<file path="src/rtl/lfsr_pkg.sv">
// ---------------------------------------------------------------------------
// lfsr_pkg
// Shared definitions for the LFSR pseudo-random source:
//   - drawState_e : states of the bounded-draw engine
//   - defaultTaps : maximal-length Fibonacci feedback masks for widths 4..32
//   - boundMask   : smallest all-ones mask that covers the range [0, bound)
// No ports; imported by lfsr_core and lfsr_prng.
// ---------------------------------------------------------------------------
package lfsr_pkg;

    typedef enum logic [1:0] {
        ST_IDLE = 2'd0,
        ST_DRAW = 2'd1,
        ST_RESP = 2'd2
    } drawState_e;

    // Bit i set means state[i] feeds the XOR. Every entry has bit width-1 set,
    // so the register always shifts its top bit into the feedback.
    function automatic logic [31:0] defaultTaps(input int unsigned width);
        logic [31:0] taps;
        case (width)
            4:       taps = 32'h0000_000C;
            5:       taps = 32'h0000_0014;
            6:       taps = 32'h0000_0030;
            7:       taps = 32'h0000_0060;
            8:       taps = 32'h0000_00B8;
            9:       taps = 32'h0000_0110;
            10:      taps = 32'h0000_0240;
            11:      taps = 32'h0000_0500;
            12:      taps = 32'h0000_0829;
            13:      taps = 32'h0000_100D;
            14:      taps = 32'h0000_2015;
            15:      taps = 32'h0000_6000;
            16:      taps = 32'h0000_D008;
            17:      taps = 32'h0001_2000;
            18:      taps = 32'h0002_0400;
            19:      taps = 32'h0004_0023;
            20:      taps = 32'h0009_0000;
            21:      taps = 32'h0014_0000;
            22:      taps = 32'h0030_0000;
            23:      taps = 32'h0042_0000;
            24:      taps = 32'h00E1_0000;
            25:      taps = 32'h0120_0000;
            26:      taps = 32'h0200_0023;
            27:      taps = 32'h0400_0013;
            28:      taps = 32'h0900_0000;
            29:      taps = 32'h1400_0000;
            30:      taps = 32'h2000_0029;
            31:      taps = 32'h4800_0000;
            32:      taps = 32'h8020_0003;
            default: taps = 32'h0000_D008;
        endcase
        return taps;
    endfunction

    // mask = 2^k - 1 with k = ceil(log2(bound)). Smearing the top set bit of
    // (bound - 1) downwards gives exactly that; bound 1 yields 0, bound 0 is
    // treated as the full range.
    function automatic logic [31:0] boundMask(input logic [31:0] bound);
        logic [31:0] v;
        if (bound == 32'd0) begin
            v = '1;
        end else begin
            v = bound - 32'd1;
            for (int i = 1; i < 32; i = i * 2) begin
                v = v | (v >> i);
            end
        end
        return v;
    endfunction

endpackage

</file>
<file path="src/rtl/lfsr_core.sv">
// ---------------------------------------------------------------------------
// lfsr_core
// Fibonacci LFSR state register with seed loading and zero-seed substitution.
// Ports:
//   clk_i, rst_ni   clock, asynchronous active-low reset
//   step_en_i       advance the state one step (ignored while a seed loads)
//   seed_valid_i    load seed_i this cycle (takes priority over stepping)
//   seed_i          seed value; zero is replaced by SEED
//   state_o         current state (registered)
//   next_o          the value the state would step to (combinational)
//   lockup_o        one-cycle pulse after a zero seed was replaced
// ---------------------------------------------------------------------------
module lfsr_core
    import lfsr_pkg::*;
#(
    parameter int unsigned      WIDTH = 16,
    parameter logic [WIDTH-1:0] TAPS  = WIDTH'(defaultTaps(WIDTH)),
    parameter logic [WIDTH-1:0] SEED  = WIDTH'(1)
) (
    input  logic             clk_i,
    input  logic             rst_ni,
    input  logic             step_en_i,
    input  logic             seed_valid_i,
    input  logic [WIDTH-1:0] seed_i,
    output logic [WIDTH-1:0] state_o,
    output logic [WIDTH-1:0] next_o,
    output logic             lockup_o
);

    logic [WIDTH-1:0] state_q, state_d;
    logic             lockup_q, lockup_d;
    logic             feedback;
    logic [WIDTH-1:0] stepped;

    // One shift step plus the load/step priority. A zero seed would freeze
    // the register forever, so it is swapped for SEED and flagged instead.
    always_comb begin
        feedback = ^(state_q & TAPS);
        stepped  = {state_q[WIDTH-2:0], feedback};
        state_d  = state_q;
        lockup_d = 1'b0;
        if (seed_valid_i) begin
            if (seed_i == '0) begin
                state_d  = SEED;
                lockup_d = 1'b1;
            end else begin
                state_d  = seed_i;
            end
        end else if (step_en_i) begin
            state_d = stepped;
        end
    end

    // State and lockup flag registers.
    always_ff @(posedge clk_i or negedge rst_ni) begin
        if (!rst_ni) begin
            state_q  <= SEED;
            lockup_q <= 1'b0;
        end else begin
            state_q  <= state_d;
            lockup_q <= lockup_d;
        end
    end

    assign state_o  = state_q;
    assign next_o   = stepped;
    assign lockup_o = lockup_q;

endmodule

</file>
<file path="src/rtl/lfsr_prng.sv">
// ---------------------------------------------------------------------------
// lfsr_prng
// Pseudo-random source: free-running LFSR word plus a bounded-draw engine that
// returns a uniform value in [0, bound) by rejection sampling.
// Ports:
//   clk_i, rst_ni      clock, asynchronous active-low reset
//   next_i             step the LFSR (ignored while a draw is running)
//   seed_valid_i/seed_i  load a seed (zero becomes SEED, lockup_o pulses)
//   rand_o             current LFSR state
//   lockup_o           zero-seed substitution pulse
//   req_valid_i/req_ready_o/req_bound_i       draw request (bound 0 = full range)
//   rsp_valid_o/rsp_ready_i/rsp_data_o/rsp_fallback_o  draw response
// ---------------------------------------------------------------------------
module lfsr_prng
    import lfsr_pkg::*;
#(
    parameter int unsigned      WIDTH     = 16,
    parameter logic [WIDTH-1:0] TAPS      = WIDTH'(defaultTaps(WIDTH)),
    parameter logic [WIDTH-1:0] SEED      = WIDTH'(1),
    parameter int unsigned      MAX_TRIES = 16
) (
    input  logic             clk_i,
    input  logic             rst_ni,
    input  logic             next_i,
    input  logic             seed_valid_i,
    input  logic [WIDTH-1:0] seed_i,
    output logic [WIDTH-1:0] rand_o,
    output logic             lockup_o,
    input  logic             req_valid_i,
    output logic             req_ready_o,
    input  logic [WIDTH-1:0] req_bound_i,
    output logic             rsp_valid_o,
    input  logic             rsp_ready_i,
    output logic [WIDTH-1:0] rsp_data_o,
    output logic             rsp_fallback_o
);

    localparam int unsigned        TRIES_W     = $clog2(MAX_TRIES + 1);
    localparam logic [TRIES_W-1:0] MAX_TRIES_C = TRIES_W'(MAX_TRIES);

    drawState_e         state_q, state_d;
    logic [WIDTH-1:0]   bound_q, bound_d;
    logic [WIDTH-1:0]   mask_q, mask_d;
    logic [TRIES_W-1:0] tries_q, tries_d;
    logic [WIDTH-1:0]   rspData_q, rspData_d;
    logic               rspFallback_q, rspFallback_d;

    logic [WIDTH-1:0]   lfsrNext;
    logic [TRIES_W-1:0] triesInc;
    logic [WIDTH-1:0]   candidate;
    logic               stepEn;

    // While drawing the engine owns the LFSR and steps it every cycle, so
    // next_i only matters when idle or holding a response.
    assign stepEn = (state_q == ST_DRAW) || next_i;

    lfsr_core #(
        .WIDTH (WIDTH),
        .TAPS  (TAPS),
        .SEED  (SEED)
    ) u_core (
        .clk_i        (clk_i),
        .rst_ni       (rst_ni),
        .step_en_i    (stepEn),
        .seed_valid_i (seed_valid_i),
        .seed_i       (seed_i),
        .state_o      (rand_o),
        .next_o       (lfsrNext),
        .lockup_o     (lockup_o)
    );

    // Draw engine. The candidate is taken from the value the LFSR steps to
    // this cycle, so the registered response matches rand_o after the step.
    // A seed load stalls the draw: no step, no try consumed. The fallback
    // subtraction stays in range because the mask is below 2*bound.
    always_comb begin
        state_d       = state_q;
        bound_d       = bound_q;
        mask_d        = mask_q;
        tries_d       = tries_q;
        rspData_d     = rspData_q;
        rspFallback_d = rspFallback_q;
        triesInc      = tries_q + TRIES_W'(1);
        candidate     = lfsrNext & mask_q;
        case (state_q)
            ST_IDLE: begin
                if (req_valid_i) begin
                    bound_d = req_bound_i;
                    mask_d  = WIDTH'(boundMask(32'(req_bound_i)));
                    tries_d = '0;
                    state_d = ST_DRAW;
                end
            end
            ST_DRAW: begin
                if (!seed_valid_i) begin
                    tries_d = triesInc;
                    if ((bound_q == '0) || (candidate < bound_q)) begin
                        rspData_d     = candidate;
                        rspFallback_d = 1'b0;
                        state_d       = ST_RESP;
                    end else if (triesInc == MAX_TRIES_C) begin
                        rspData_d     = candidate - bound_q;
                        rspFallback_d = 1'b1;
                        state_d       = ST_RESP;
                    end
                end
            end
            ST_RESP: begin
                if (rsp_ready_i) begin
                    state_d = ST_IDLE;
                end
            end
            default: begin
                state_d = ST_IDLE;
            end
        endcase
    end

    // Engine registers; reset drops any draw or response in flight.
    always_ff @(posedge clk_i or negedge rst_ni) begin
        if (!rst_ni) begin
            state_q       <= ST_IDLE;
            bound_q       <= '0;
            mask_q        <= '0;
            tries_q       <= '0;
            rspData_q     <= '0;
            rspFallback_q <= 1'b0;
        end else begin
            state_q       <= state_d;
            bound_q       <= bound_d;
            mask_q        <= mask_d;
            tries_q       <= tries_d;
            rspData_q     <= rspData_d;
            rspFallback_q <= rspFallback_d;
        end
    end

    assign req_ready_o    = (state_q == ST_IDLE);
    assign rsp_valid_o    = (state_q == ST_RESP);
    assign rsp_data_o     = rspData_q;
    assign rsp_fallback_o = rspFallback_q;

endmodule

</file>
<file path="config.mk">
export PLATFORM = sky130hd
export DESIGN_NAME = lfsr_prng
export DESIGN_NICKNAME = d
export VERILOG_FILES = /design/src/rtl/lfsr_pkg.sv /design/src/rtl/lfsr_core.sv /design/src/rtl/lfsr_prng.sv
export SDC_FILE = /design/constraint.sdc
export NUM_CORES = 1
export LEC_CHECK = 0
export ABC_CLOCK_PERIOD_IN_PS = 6840
export BUFFER_PORTS_ARGS = -buffer_cell sky130_fd_sc_hd__buf_2
export CAP_MARGIN = 20
export CORE_MARGIN = 2
export CORE_UTILIZATION = 64
export CTS_BUF_LIST = sky130_fd_sc_hd__clkbuf_8
export CTS_CLUSTER_SIZE = 12
export DETAILED_ROUTE_END_ITERATION = 7
export GPL_ROUTABILITY_DRIVEN = 0
export GPL_TIMING_DRIVEN = 0
export PLACE_DENSITY = 0.88
export REMOVE_ABC_BUFFERS = 1
export SLEW_MARGIN = 20
export SYNTH_ARGS = -nofsm -noshare
export SYNTH_HDL_FRONTEND = slang
export SYNTH_HIERARCHICAL = 1
export SYNTH_SLANG_ARGS = --single-unit
</file>
<file path="constraint.sdc">
create_clock -name clk_i -period 6.84 [get_ports clk_i]
set_clock_uncertainty 0.05 [all_clocks]
set_input_delay 0.684 -clock clk_i [delete_from_list [all_inputs] [get_ports clk_i]]
set_output_delay 0.684 -clock clk_i [all_outputs]
set_load 0.05 [all_outputs]
</file>
==> results by group <==
Critical path
  – Crit Path Class: flip-flop to flip-flop
  – CP arrival: 3.86 ns
  – Reg2reg start: u_core/state_o[14]$_DFFE_PN0P_
  – Crit path required time: 7.04 ns
  – Crit end category: flip-flop
  – RR Endpoint: rsp_data_o[0]$_DFFE_PN0P_
  – Crit-path max FO: 13
  – Worst Setup Start Kind: flip-flop
  – Reg2reg path depth: 11
  – Reg2Reg Setup Slack: 3.18 ns

Floorplan
  – Area of the die: 8550 µm²
  – Initial Util: 65.5%
  – Core Region: 7650 µm²
  – Die width: 92.5 µm
  – Die height: 92.5 µm
  – Boundary Pins: 74
  – FP Rows: 32

Worst hold path
  – Hold Path Class: primary input to async pin

Timing
  – Final setup violation count: 0
  – Final setup margin: 3.18 ns
  – Fin crit share: 53.5%
  – RSZ-0062 raised after global routing: false
  – Minimum clock period: 3.66 ns
  – Fmax: 273 MHz
  – Worst slew margin: 43.2%
  – Fin Setup TNS: 0 ns
  – Tightest Pin Transition: 0.852 ns
  – Max Slew Vio Count: 0
  – Final Hold Viols: 0

Synth
  – Mapped Area: 5010 µm²
  – Post-Syn Area per Cell: 8.55 µm²
  – #FFs+latches synth: 73
  – Cells after Synth: 586
  – Ys flop type: dfrtp_1
  – Post-synthesis async set-or-reset flop share: 100%
  – YS warnings: 6
  – Post-synth EDFFs: 0
  – Cell variety after synth: 66
  – Post-synthesis sequential area ratio: 36.5%

Global route
  – Vias in the first global route: 4316
  – Pin count of the biggest net entering global routing: 49
  – Initial antenna violation count: 0
  – First-pass GRT wire length: 20700 µm
  – Grt total ovfl: 0
  – Gr usage total: 30.5%

CTS
  – Root Buffer: clkbuf_8
  – CTS resizes: 0
  – H-tree levels: 3
  – Sink Count: 73
  – Clk_lat worst skew: 0.37 ns
  – Hold Buf Count CTS: 0
  – Clock slew at reported path FFs: 0.09 ns
  – Num CTS Buffers: 9
  – Maximum clock insertion buffer count: 2
  – TritonCTS clock tree: done
  – Setup Fix Bufs, Post-CTS: 0

Drt
  – DRT iter0 DRCs: 423
  – Vias per inst: 6.31
  – Number of detailed-route iterations in the first pass: 5
  – Routed WL: 12500 µm
  – Via count: 4628
  – Drt wl/cell: 17.1 µm
  – Final ANT Viol Nets: 0
  – # DRC: 0

Power and ir drop
  – Pwr dens: 455 nW/µm²
  – LEAKAGE: 2.39 nW
  – VDD IR max: 0.000175 V

Outcome
  – Status: finished, final reports clean

Layout
  – Layout Nets: 685
  – Layout cells sized above 1: 17.9%
  – Post-Route Utilization: 71.6%
  – N_diodes: 0
  – Area grow syn2layout: 9.37%

Flow run
  – Max-capacitance violation count: 0

Placed design
  – Port bufs: 73
  – Dpl hpwl: 9570 µm
  – Pre-CTS setup slack: 3.29 ns
## metal layers
layer  up-vias  track usage (%)  wire length, µm
li1       2202                -                -
met1      2170             41.9             5330
met2       213             48.4             5840
met3        43             5.53              919
met4         0             11.8              448
met5         -                0                0
## synthesized netlist by cell type, drive strengths merged (2+ instances only)
cell | count | area share, %
o2111ai | 2 | 0.47
o211a | 3 | 0.60
mux2i | 16 | 3.2
a22o | 2 | 0.35
a211oi | 5 | 0.75
ha | 19 | 4.7
and3 | 2 | 0.25
nand4 | 9 | 1.1
xnor2 | 7 | 1.2
and2 | 17 | 2.1
nor3b | 2 | 0.30
or2 | 2 | 0.25
o21ba | 2 | 0.40
nand2b | 5 | 0.62
nor3 | 30 | 3.3
xor2 | 11 | 1.9
o21a | 7 | 1.0
nor2 | 41 | 3.1
or3 | 6 | 0.85
o21ai | 62 | 6.2
buf | 24 | 3.4
a31oi | 16 | 2.0
nor2b | 7 | 0.87
nand3b | 4 | 0.60
or4b | 4 | 0.80
nand2 | 61 | 4.6
o221ai | 2 | 0.35
nor4 | 13 | 2.5
or4 | 4 | 0.60
o31ai | 7 | 1.1
inv | 22 | 1.6
a21boi | 3 | 0.45
o31a | 3 | 0.52
and4 | 3 | 0.52
dfrtp | 72 | 36
a21oi | 27 | 2.8
nand3 | 15 | 1.5
clkbuf | 21 | 1.6
a21o | 6 | 0.90
nand4b | 2 | 0.35
o211ai | 9 | 1.3
## worst max-delay path by stage
stage                                   startpoint                         to
global route        u_core/state_o[14]$_DFFE_PN0P_  rsp_data_o[0]$_DFFE_PN0P_
detailed placement  u_core/state_o[12]$_DFFE_PN0P_  rsp_data_o[0]$_DFFE_PN0P_
global placement    u_core/state_o[14]$_DFFE_PN0P_  rsp_data_o[0]$_DFFE_PN0P_
finish              u_core/state_o[14]$_DFFE_PN0P_  rsp_data_o[0]$_DFFE_PN0P_
floorplan           u_core/state_o[14]$_DFFE_PN0P_  rsp_data_o[0]$_DFFE_PN0P_
CTS                 u_core/state_o[14]$_DFFE_PN0P_  rsp_data_o[0]$_DFFE_PN0P_
## power breakdown
group	switching (mW)	internal, mW	total (mW)	leakage, nW
combinational	0.999	0.516	1.52	1.46
sequential	0.108	0.569	0.677	0.843
clock	0.166	0.131	0.297	0.0872
total	1.27	1.22	2.49	2.39
## logic make-up (layout without fill, tap and decap cells)
family	count (synthesis)	count (layout)	synth area share [%]
AO/OA/AOI/OAI	163	163	20.7
XOR/XNOR	18	18	3.15
adder cells (fa/ha/maj)	20	20	5.15
buffers and inverters	67	113	6.64
flip-flops	73	73	36.5
multiplexers	16	16	3.20
AND/OR/NAND/NOR	229	229	24.7
## critical path, cell delays in order (launching register included)
cell and delay, ns:
dfrtp_1 0.49, xor2_1 0.22, xnor2_1 0.12, nand2_1 0.12
ha_1 0.21, fa_1 0.22, nor2b_1 0.07, o31ai_2 0.39
nand4_1 0.26, a211oi_2 0.75, nor2_1 0.27, o31a_1 0.35
## state kept, by name, indices dropped and copies added, names as in the netlist
signal	count
u_core/state_o	16
bound_q	16
tries_q	5
rsp_data_o	16
u_core/lockup_o	1
mask_q	16
rsp_fallback_o	1
state_q	2
## layout make-up
| type | instances | area (µm²) |
|---|---|---|
| clock buffer | 9 | 124 |
| timing repair buffer | 75 | 415 |
| fill | 581 | 2170 |
| multi-input combinational | 446 | 2850 |
| clock inverter | 7 | 46.3 |
| inverter | 22 | 82.6 |
| sequential | 73 | 1830 |
| tap | 102 | 128 |
## metrics by stage
step / power [mW] / cells / area (µm²) / hold slack [ns]
finish: 2.49 / 734 / 5480 / 0.183
global route: 2.66 / 734 / 5480 / 0.217
CTS: 2.46 / 734 / 5480 / 0.198
detailed placement: 2.16 / 718 / 5310 / 0.437
global placement: 2.09 / 716 / 5250 / 0.426
floorplan: 1.79 / 541 / 4760 / 0.338
## cell usage in the layout (no fill, tap or decap), types with 5 or more instances in the layout
cell      instances
a31oi_1          16
ha_1             19
a21o_1            6
or3_1             5
a21oi_1          25
nand4_1           9
nand3_1          15
xor2_1           11
o21ai_0          61
buf_2            72
nand2b_1          5
mux2i_1          16
inv_1            23
nor3_1           28
o211ai_1          9
o21a_1            7
o31ai_1           6
xnor2_1           7
nand2_1          60
nor4_1            7
nor2b_1           7
and2_1           16
nor4_2            5
nor2_1           41
dfrtp_1          72
clkbuf_8          9
(Power assumes the default switching activity.)
